<file path="config.mk">
export PLATFORM = sky130hd
export DESIGN_NAME = dma_pcie_byp_dsc_buf
export DESIGN_NICKNAME = d
export VERILOG_FILES = /design/src/rtl/dma_pcie_byp_dsc_buf.sv
export SDC_FILE = /design/constraint.sdc
export NUM_CORES = 2
export LEC_CHECK = 0
export ABC_CLOCK_PERIOD_IN_PS = 39100
export BUFFER_PORTS_ARGS = -buffer_cell sky130_fd_sc_hd__buf_4
export CORE_MARGIN = 3
export CORE_UTILIZATION = 50
export CTS_CLUSTER_DIAMETER = 60
export DETAILED_ROUTE_END_ITERATION = 7
export PLACE_DENSITY = 0.66
export SYNTH_ARGS = -nofsm -noshare
export SYNTH_HDL_FRONTEND = slang
export SYNTH_MEMORY_MAX_BITS = 65536
export SYNTH_SLANG_ARGS = --single-unit
export TNS_END_PERCENT = 20
</file>
<file path="constraint.sdc">
create_clock -name user_clk -period 39.1 [get_ports user_clk]
set_clock_uncertainty 0.2 [all_clocks]
set_input_delay 1.955 -clock user_clk [delete_from_list [all_inputs] [get_ports user_clk]]
set_output_delay 1.955 -clock user_clk [all_outputs]
set_load 0.02 [all_outputs]
</file>
<file path="src/rtl/dma_pcie_byp_dsc_buf.sv">
// Purpose: buffer QDMA bypass-out {dsc, cidx} beats in a FWFT FIFO and issue coalesced cidx write-back requests.
// Latency: push in cycle N is visible at out_* in cycle N+1; no same-cycle pass-through.
// Backpressure: byp_rdy drops only when the registered count is full; cidx_upd_vld holds its value until cidx_upd_rdy.
// Optional build macro DMA_BYP_DSC_BUF_STATS_EN adds saturating push/pop/full-stall counters.
module dma_pcie_byp_dsc_buf #(
    parameter int DEPTH       = 16,
    parameter int COAL_THRESH = 8
) (
    input  logic                     user_clk,
    input  logic                     user_reset,
    input  logic [255:0]             byp_dsc,
    input  logic [15:0]              byp_cidx,
    input  logic                     byp_vld,
    output logic                     byp_rdy,
    output logic [255:0]             out_dsc,
    output logic [15:0]              out_cidx,
    output logic                     out_vld,
    input  logic                     out_rdy,
    output logic [15:0]              cidx_upd,
    output logic                     cidx_upd_vld,
    input  logic                     cidx_upd_rdy,
    output logic [$clog2(DEPTH):0]   fifo_cnt
`ifdef DMA_BYP_DSC_BUF_STATS_EN
   ,output logic [31:0]              stat_in_cnt,
    output logic [31:0]              stat_out_cnt,
    output logic [31:0]              stat_full_cyc
`endif
);

    localparam int AW = $clog2(DEPTH);
    localparam int CW = AW + 1;
    localparam logic [CW-1:0] FULL_CNT = CW'(DEPTH);
    localparam logic [15:0]   THRESH   = 16'(COAL_THRESH);

    typedef enum logic {
        ST_IDLE = 1'b0,
        ST_UPD  = 1'b1
    } upd_st_t;

    // Storage entries hold {cidx, dsc} so a single read gives the whole head beat.
    logic [271:0]  mem_q [DEPTH];
    logic [AW-1:0] wr_ptr_q, wr_ptr_d;
    logic [AW-1:0] rd_ptr_q, rd_ptr_d;
    logic [CW-1:0] cnt_q, cnt_d;

    upd_st_t       st_q, st_d;
    logic [15:0]   cidx_upd_q, cidx_upd_d;
    logic          upd_vld_q, upd_vld_d;
    logic [15:0]   pend_q, pend_d;
    logic [15:0]   last_cidx_q, last_cidx_d;
    logic [15:0]   pend_inc;

    logic          push;
    logic          pop;

    // Ready/valid come from the registered count only, so out_rdy never reaches byp_rdy combinationally.
    assign byp_rdy               = (cnt_q != FULL_CNT);
    assign out_vld               = (cnt_q != '0);
    assign push                  = byp_vld & byp_rdy;
    assign pop                   = out_vld & out_rdy;
    assign {out_cidx, out_dsc}   = mem_q[rd_ptr_q];
    assign fifo_cnt              = cnt_q;
    assign cidx_upd              = cidx_upd_q;
    assign cidx_upd_vld          = upd_vld_q;

    // Pointer and occupancy next-state; pointers wrap naturally because DEPTH is a power of two.
    always_comb begin
        wr_ptr_d = wr_ptr_q;
        rd_ptr_d = rd_ptr_q;
        cnt_d    = cnt_q;
        if (push) begin
            wr_ptr_d = wr_ptr_q + 1'b1;
        end
        if (pop) begin
            rd_ptr_d = rd_ptr_q + 1'b1;
        end
        if (push && !pop) begin
            cnt_d = cnt_q + 1'b1;
        end else if (!push && pop) begin
            cnt_d = cnt_q - 1'b1;
        end
    end

    // Descriptor storage is not reset; contents are only observed while out_vld is high.
    always_ff @(posedge user_clk) begin
        if (push) begin
            mem_q[wr_ptr_q] <= {byp_cidx, byp_dsc};
        end
    end

    // Coalescing next-state: a pop in the launch cycle is folded into the launched cidx, so pend restarts at 0.
    always_comb begin
        pend_inc    = (pop && (pend_q != 16'hFFFF)) ? pend_q + 16'd1 : pend_q;
        st_d        = st_q;
        cidx_upd_d  = cidx_upd_q;
        upd_vld_d   = upd_vld_q;
        pend_d      = pend_inc;
        last_cidx_d = pop ? out_cidx : last_cidx_q;
        if (st_q == ST_IDLE) begin
            if ((pend_inc >= THRESH) ||
                ((pend_q != 16'd0) && (cnt_q == '0) && !byp_vld)) begin
                st_d       = ST_UPD;
                upd_vld_d  = 1'b1;
                cidx_upd_d = pop ? out_cidx : last_cidx_q;
                pend_d     = 16'd0;
            end
        end else begin
            if (cidx_upd_rdy) begin
                st_d      = ST_IDLE;
                upd_vld_d = 1'b0;
            end
        end
    end

    // FIFO control and update FSM registers; reset drops queued beats and any outstanding update.
    always_ff @(posedge user_clk) begin
        if (user_reset) begin
            wr_ptr_q    <= '0;
            rd_ptr_q    <= '0;
            cnt_q       <= '0;
            st_q        <= ST_IDLE;
            cidx_upd_q  <= 16'd0;
            upd_vld_q   <= 1'b0;
            pend_q      <= 16'd0;
            last_cidx_q <= 16'd0;
        end else begin
            wr_ptr_q    <= wr_ptr_d;
            rd_ptr_q    <= rd_ptr_d;
            cnt_q       <= cnt_d;
            st_q        <= st_d;
            cidx_upd_q  <= cidx_upd_d;
            upd_vld_q   <= upd_vld_d;
            pend_q      <= pend_d;
            last_cidx_q <= last_cidx_d;
        end
    end

`ifdef DMA_BYP_DSC_BUF_STATS_EN
    logic [31:0] in_cnt_q, in_cnt_d;
    logic [31:0] out_cnt_q, out_cnt_d;
    logic [31:0] full_cyc_q, full_cyc_d;

    assign stat_in_cnt   = in_cnt_q;
    assign stat_out_cnt  = out_cnt_q;
    assign stat_full_cyc = full_cyc_q;

    // Saturating event counters: pushes, pops and upstream stall cycles.
    always_comb begin
        in_cnt_d   = (push && (in_cnt_q != 32'hFFFF_FFFF)) ? in_cnt_q + 32'd1 : in_cnt_q;
        out_cnt_d  = (pop && (out_cnt_q != 32'hFFFF_FFFF)) ? out_cnt_q + 32'd1 : out_cnt_q;
        full_cyc_d = (byp_vld && !byp_rdy && (full_cyc_q != 32'hFFFF_FFFF)) ?
                     full_cyc_q + 32'd1 : full_cyc_q;
    end

    // Statistics registers.
    always_ff @(posedge user_clk) begin
        if (user_reset) begin
            in_cnt_q   <= 32'd0;
            out_cnt_q  <= 32'd0;
            full_cyc_q <= 32'd0;
        end else begin
            in_cnt_q   <= in_cnt_d;
            out_cnt_q  <= out_cnt_d;
            full_cyc_q <= full_cyc_d;
        end
    end
`endif

endmodule
</file>
# == Word level (Yosys, flattened, before mapping) ==
# Memory sizes are Yosys's and may differ from the RTL's. A register that Yosys moved wholly into a read port is not among the register bits.
# Cells that the tools add are included.
# totals
ramBits,4352
out_inout_bits,296
in_bits,277
register_bits,63
n_memories,1
elab_cells,53
# classes
muxes,16
n_addsub,5
order_cmp,1
bitwise,3
eq_ne,3
n_reduce_logical,16
# mem_list
name,words,word_bits,rd,rd_ports_with_merged_regs,wr,line,rtl
mem_q,16,272,1,1,1,41,logic [271:0] mem_q [DEPTH];
# ops
cell,count
$mux W16,4
$add A16 B1 Y16 const B,1
$ge A16 B4 Y1 const B,1
$ne A16 B16 Y1 const B,1
$reduce_bool A16 Y1,1
$mux W5,2
$add A4 B1 Y4 const B,2
$mux W1,8
$mux W4,2
$add A5 B1 Y5 const B,1
$logic_and A1 B1 Y1,5
$logic_not A5 Y1,1
$ne A5 B5 Y1 const B,1
$reduce_bool A5 Y1,1
$sub A5 B1 Y5 const B,1
$reduce_and A2 Y1,2
$reduce_bool A2 Y1,2
$logic_not A1 Y1,3
$and A1 B1 Y1,2
$ne A2 B2 Y1 const B,1
$logic_or A1 B1 Y1,1
$not A1 Y1,1

# == Logic depth before layout (Yosys ltp) ==
# depth
depth_word,8
mapped_depth,13
depth_no_buf,12

# == Worst setup path after synthesis ==
# OpenSTA, ideal clock, no wires.
# synth_timing
kind,input to register
start,input port byp_vld
end,"memory mem_q[3][0], enable pin"
required_time_ns,37.662
setup_ns,1.238
n_path_buf,1
stages,4
slack_ns,16.853
t_arrival_ns,20.810
cell_sequence,and2_1 clkbuf_1 nand2_1 nor3_1
# synth_between
elab_chain_len,3
# synth_rtl
element,line,rtl
"start, declared",13,"input logic byp_vld,"
$and A1 B1 Y1,59,assign push = byp_vld & byp_rdy;
net push,53,logic push;
$mux W1,86,if (push) begin
$mux W1 (not written as such),87,"mem_q[wr_ptr_q] <= {byp_cidx, byp_dsc};"
"end, declared",41,
# The timed path passes the listed nets, and every way through them passes these cells.

==> summary.md <==
| Metric | Value |
|---|---|
| Run status | finished clean |
| Worst Max-Slew Pin Slew | 1.21 ns |
| Setup TNS | 0 ns |
| Fin. Hold Viols | 0 |
| Mean Syn Cell Area | 25.2 sq um |
| Main synth FF type | edfxtp_1 |
| Yosys top cell area share | 78.5% |
| Post-CTS sizing | 0 |
| Delay of the slowest critical-path stage | 0.94 ns |
| Mean routed wirelength per cell | 31.2 um |
| Postcts setup bufs | 0 |
| Post-Route Utilization | 57.6% |
| Maximum number of pins on one net before global-route repair | 141 |
| Fmax | 0.0925 GHz |
| Number of nets with antenna violations after routing | 0 |
| Netlist cell types | 56 |
| Post-synthesis cell count | 6,619 |
| Post-synthesis sequential area ratio | 79.3% |
| Crit path required time | 36.94 ns |
| Leakage power | 58.7 nW |
| Cell Pwr Density | 61.1 mW/mm^2 |
| Pins Over Slew Limit | 0 |
| Max Cap Viol | 0 |
| Leading area contributor after synthesis | edfxtp_1 |
| Share of cells above drive strength 1 | 34.5% |
| Area of the core | 0.331 sq mm |
| CTS buffer count | 445 |
| Final hold slack | 0.263 ns |
| Slew margin rel. | 19.3% |
| Final count of negative-setup-slack endpoints | 0 |
| Critical path data arrival time | 8.66 ns |
| CTS Hold Bufs | 0 |
| Met2 WL | 185,000 um |
| CP endpoint kind | output port |
| RSZ-0062 raised after global routing | false |
| Kind of critical path | register to output port |
| Total grt overflow | 0 |
| Initial Util | 50.3% |
| CP cell instances | buf_4, buf_12, buf_4, buf_4, buf_4, buf_4, mux4_2, mux4_2, buf_4 |
| Die H | 583 um |
| Clock Latency Late Sink | 0.95 ns |
| DIE AREA | 0.340 sq mm |
| NumNets Final | 7,727 |
| Total track usage | 22.5% |
| Worst-path clk slew | 0.06 ns |
| Synth area leaders | edfxtp_1 78%, mux4_2 18%, dfxtp_1 0.81%, clkbuf_1 0.51%, mux2i_1 0.25% |
| Iter 0 DRT Violations | 8,075 |
| DIE WIDTH | 583 um |
| EDFF count, synth | 4,352 |
| DR vias/cell | 6.12 |
| Cell mode on critical path | buf_4 |
| Row count | 211 |
| Sum of buffers and inverters on the critical path | 7 |
| Root Driver | clkbuf_16 |
| Drt total wl | 381,000 um |
| Max Root-Sink Buffers | 4 |
| Synth Net Count | 6,908 |
| Final period utilization | 27.6% |
| DR DRC count | 0 |
| Vias | 74,699 |
| Slowest cell on the critical path | buf_4 |
| Synth warnings | 0 |
| Min cycle time layout | 10.81 ns |
| Final Wtd Congestion | 0.767 |
| Final HPWL DP | 196,000 um |
| I/O pin count | 573 |
| Final-layout fill cell count | 23,371 |
| Cell area after synthesis | 0.167 sq mm |
| Asr flop ratio synth | 0% |
| CTS tree | done |
| Peak VDD IR | 0.0459 mV |
| WL met1 | 153,000 um |
| Vias in the first global route | 77,878 |
| Synth Register Bits | 4,419 |
| Initial antenna violation count | 73 |
| Crit path max-delay family | buffers and inverters |
| Clock sinks | 4,419 |
| Area growth, synth to finish | 14.6% |
| CP Launch Type | register |
| First-pass detailed-route iteration total | 6 |
| Min-Delay Path Class | register to register |
| H-tree depth | 5 |
| Max Used Layer | met5 |
| DR WL met3 | 34,200 um |
| Critical path fanouts, max | 140 |
| I/O Buffers | 572 |
| Global-route wire length before repair | 558,000 um |
-- metrics by stage --
step                      setup slack (ns)  instances  instance area [sq um]  power (W)
after CTS                            28.11      12168                 191000     0.0118
after global routing                 27.58      12174                 191000     0.0121
after floorplan                      16.85       6619                 167000    0.00697
after global placement               29.26      11357                 176000    0.00761
final                                28.29      12198                 191000     0.0116
after detailed placement             29.18      11357                 176000    0.00763
-- flip-flops by register name (all words and copies together) (netlist names), named ones only --
register      flops
rd_ptr_q          4
cidx_upd         16
cidx_upd_vld      1
mem_q          4352
pend_q           16
last_cidx_q      16
wr_ptr_q          4
st_q              1
fifo_cnt          5
-- layout by cell type, fill, tap and decap left out, drive strengths merged, types with 3 or more instances in the layout --
cell type,synthesis,routed
o21ai,4,4
mux4,1309,1309
a211oi,38,38
edfxtp,4352,4352
a31oi,3,3
mux2,4,4
nor2,48,48
a22oi,26,26
a21o,9,9
dfxtp,67,67
o32a,8,8
nand2b,5,5
clkbuf,225,531
clkinvlp,0,7
clkinv,0,217
nand3,22,22
nor3b,8,8
xor2,16,16
inv,17,32
and3,4,4
and2,4,4
bufinv,0,41
and4,3,3
nor4,8,8
nand2,60,60
a21oi,64,64
a211o,9,9
nor2b,54,54
nand4,16,16
diode,0,30
mux2i,41,41
nor3,20,20
xnor2,10,10
buf,131,728
a41o,7,7
ha,11,11
-- final timing paths --
path	from	endpoint	slack, ns	depth (start not counted)
worst min-delay path	last_cidx_q[8]	last_cidx_q[8]	0.26	2
worst max register to register	fifo_cnt[0]	mem_q[11][209]	32.92	9
worst min register to register	last_cidx_q[8]	last_cidx_q[8]	0.26	2
worst max-delay path	register	out_dsc[68]	28.29	9
-- routing by layer --
| layer | global-route usage (%) | up-vias |
|---|---|---|
| met5 | 0 | - |
| met4 | 5.00 | 66 |
| met3 | 5.58 | 593 |
| met2 | 35.8 | 2844 |
| met1 | 32.0 | 40673 |
| li1 | - | 30523 |
-- power breakdown --
group	internal (W)	switching [W]	leakage (nW)
clock network	0.00238	0.00177	6.99
logic	0.000987	0.00110	11.8
registers	0.00536	0.0000495	39.8
-- synthesized netlist by cell type (8+ instances only) --
cell,instances
edfxtp_1,4352
mux4_2,1309
clkbuf_1,225
dfxtp_1,67
buf_2,66
a21oi_1,63
buf_1,60
nand2_1,60
nor2b_1,54
nor2_1,48
mux2i_1,41
a211oi_1,38
a22oi_1,26
nand3_1,22
nand4_1,16
xor2_1,16
inv_1,15
ha_1,11
nor3_2,11
xnor2_1,10
a211o_1,9
a21o_1,9
nor3_1,9
nor3b_1,8
o32a_1,8
-- tightest hold or removal path: stages (launching register included) --
cell and delay [ns]:
dfxtp_1 0.30, nand2_1 0.04, a21oi_1 0.07
-- cells by family (layout without fill, tap and decap cells) --
| kind of cell | Yosys count | after routing | share of synthesized area [%] |
|---|---|---|---|
| and+or+nand+nor | 257 | 257 | 0.845 |
| AOI/OAI and AO/OA | 178 | 178 | 0.763 |
| muxes | 1354 | 1354 | 18.0 |
| other | 0 | 30 | 0 |
| adders and majority gates | 12 | 12 | 0.0947 |
| xor gates and xnor gates | 26 | 26 | 0.137 |
| buffers and inverters | 373 | 1556 | 0.904 |
| DFF | 4419 | 4419 | 79.3 |
-- final cells by class --
| class | count | area, sq um | share of cell area, % |
|---|---|---|---|
| inverters | 17 | 63.8 | 0.0334 |
| well taps | 4366 | 5460 | 2.86 |
| repair buffers | 728 | 5690 | 2.98 |
| multi-input cells | 1827 | 33100 | 17.4 |
| clock inverters | 280 | 2820 | 1.48 |
| flip-flops and latches | 4419 | 132000 | 69.2 |
| diodes | 30 | 75.1 | 0.0393 |
| clock buffers | 531 | 11500 | 6.04 |
Power figures use the tool's default switching activity.
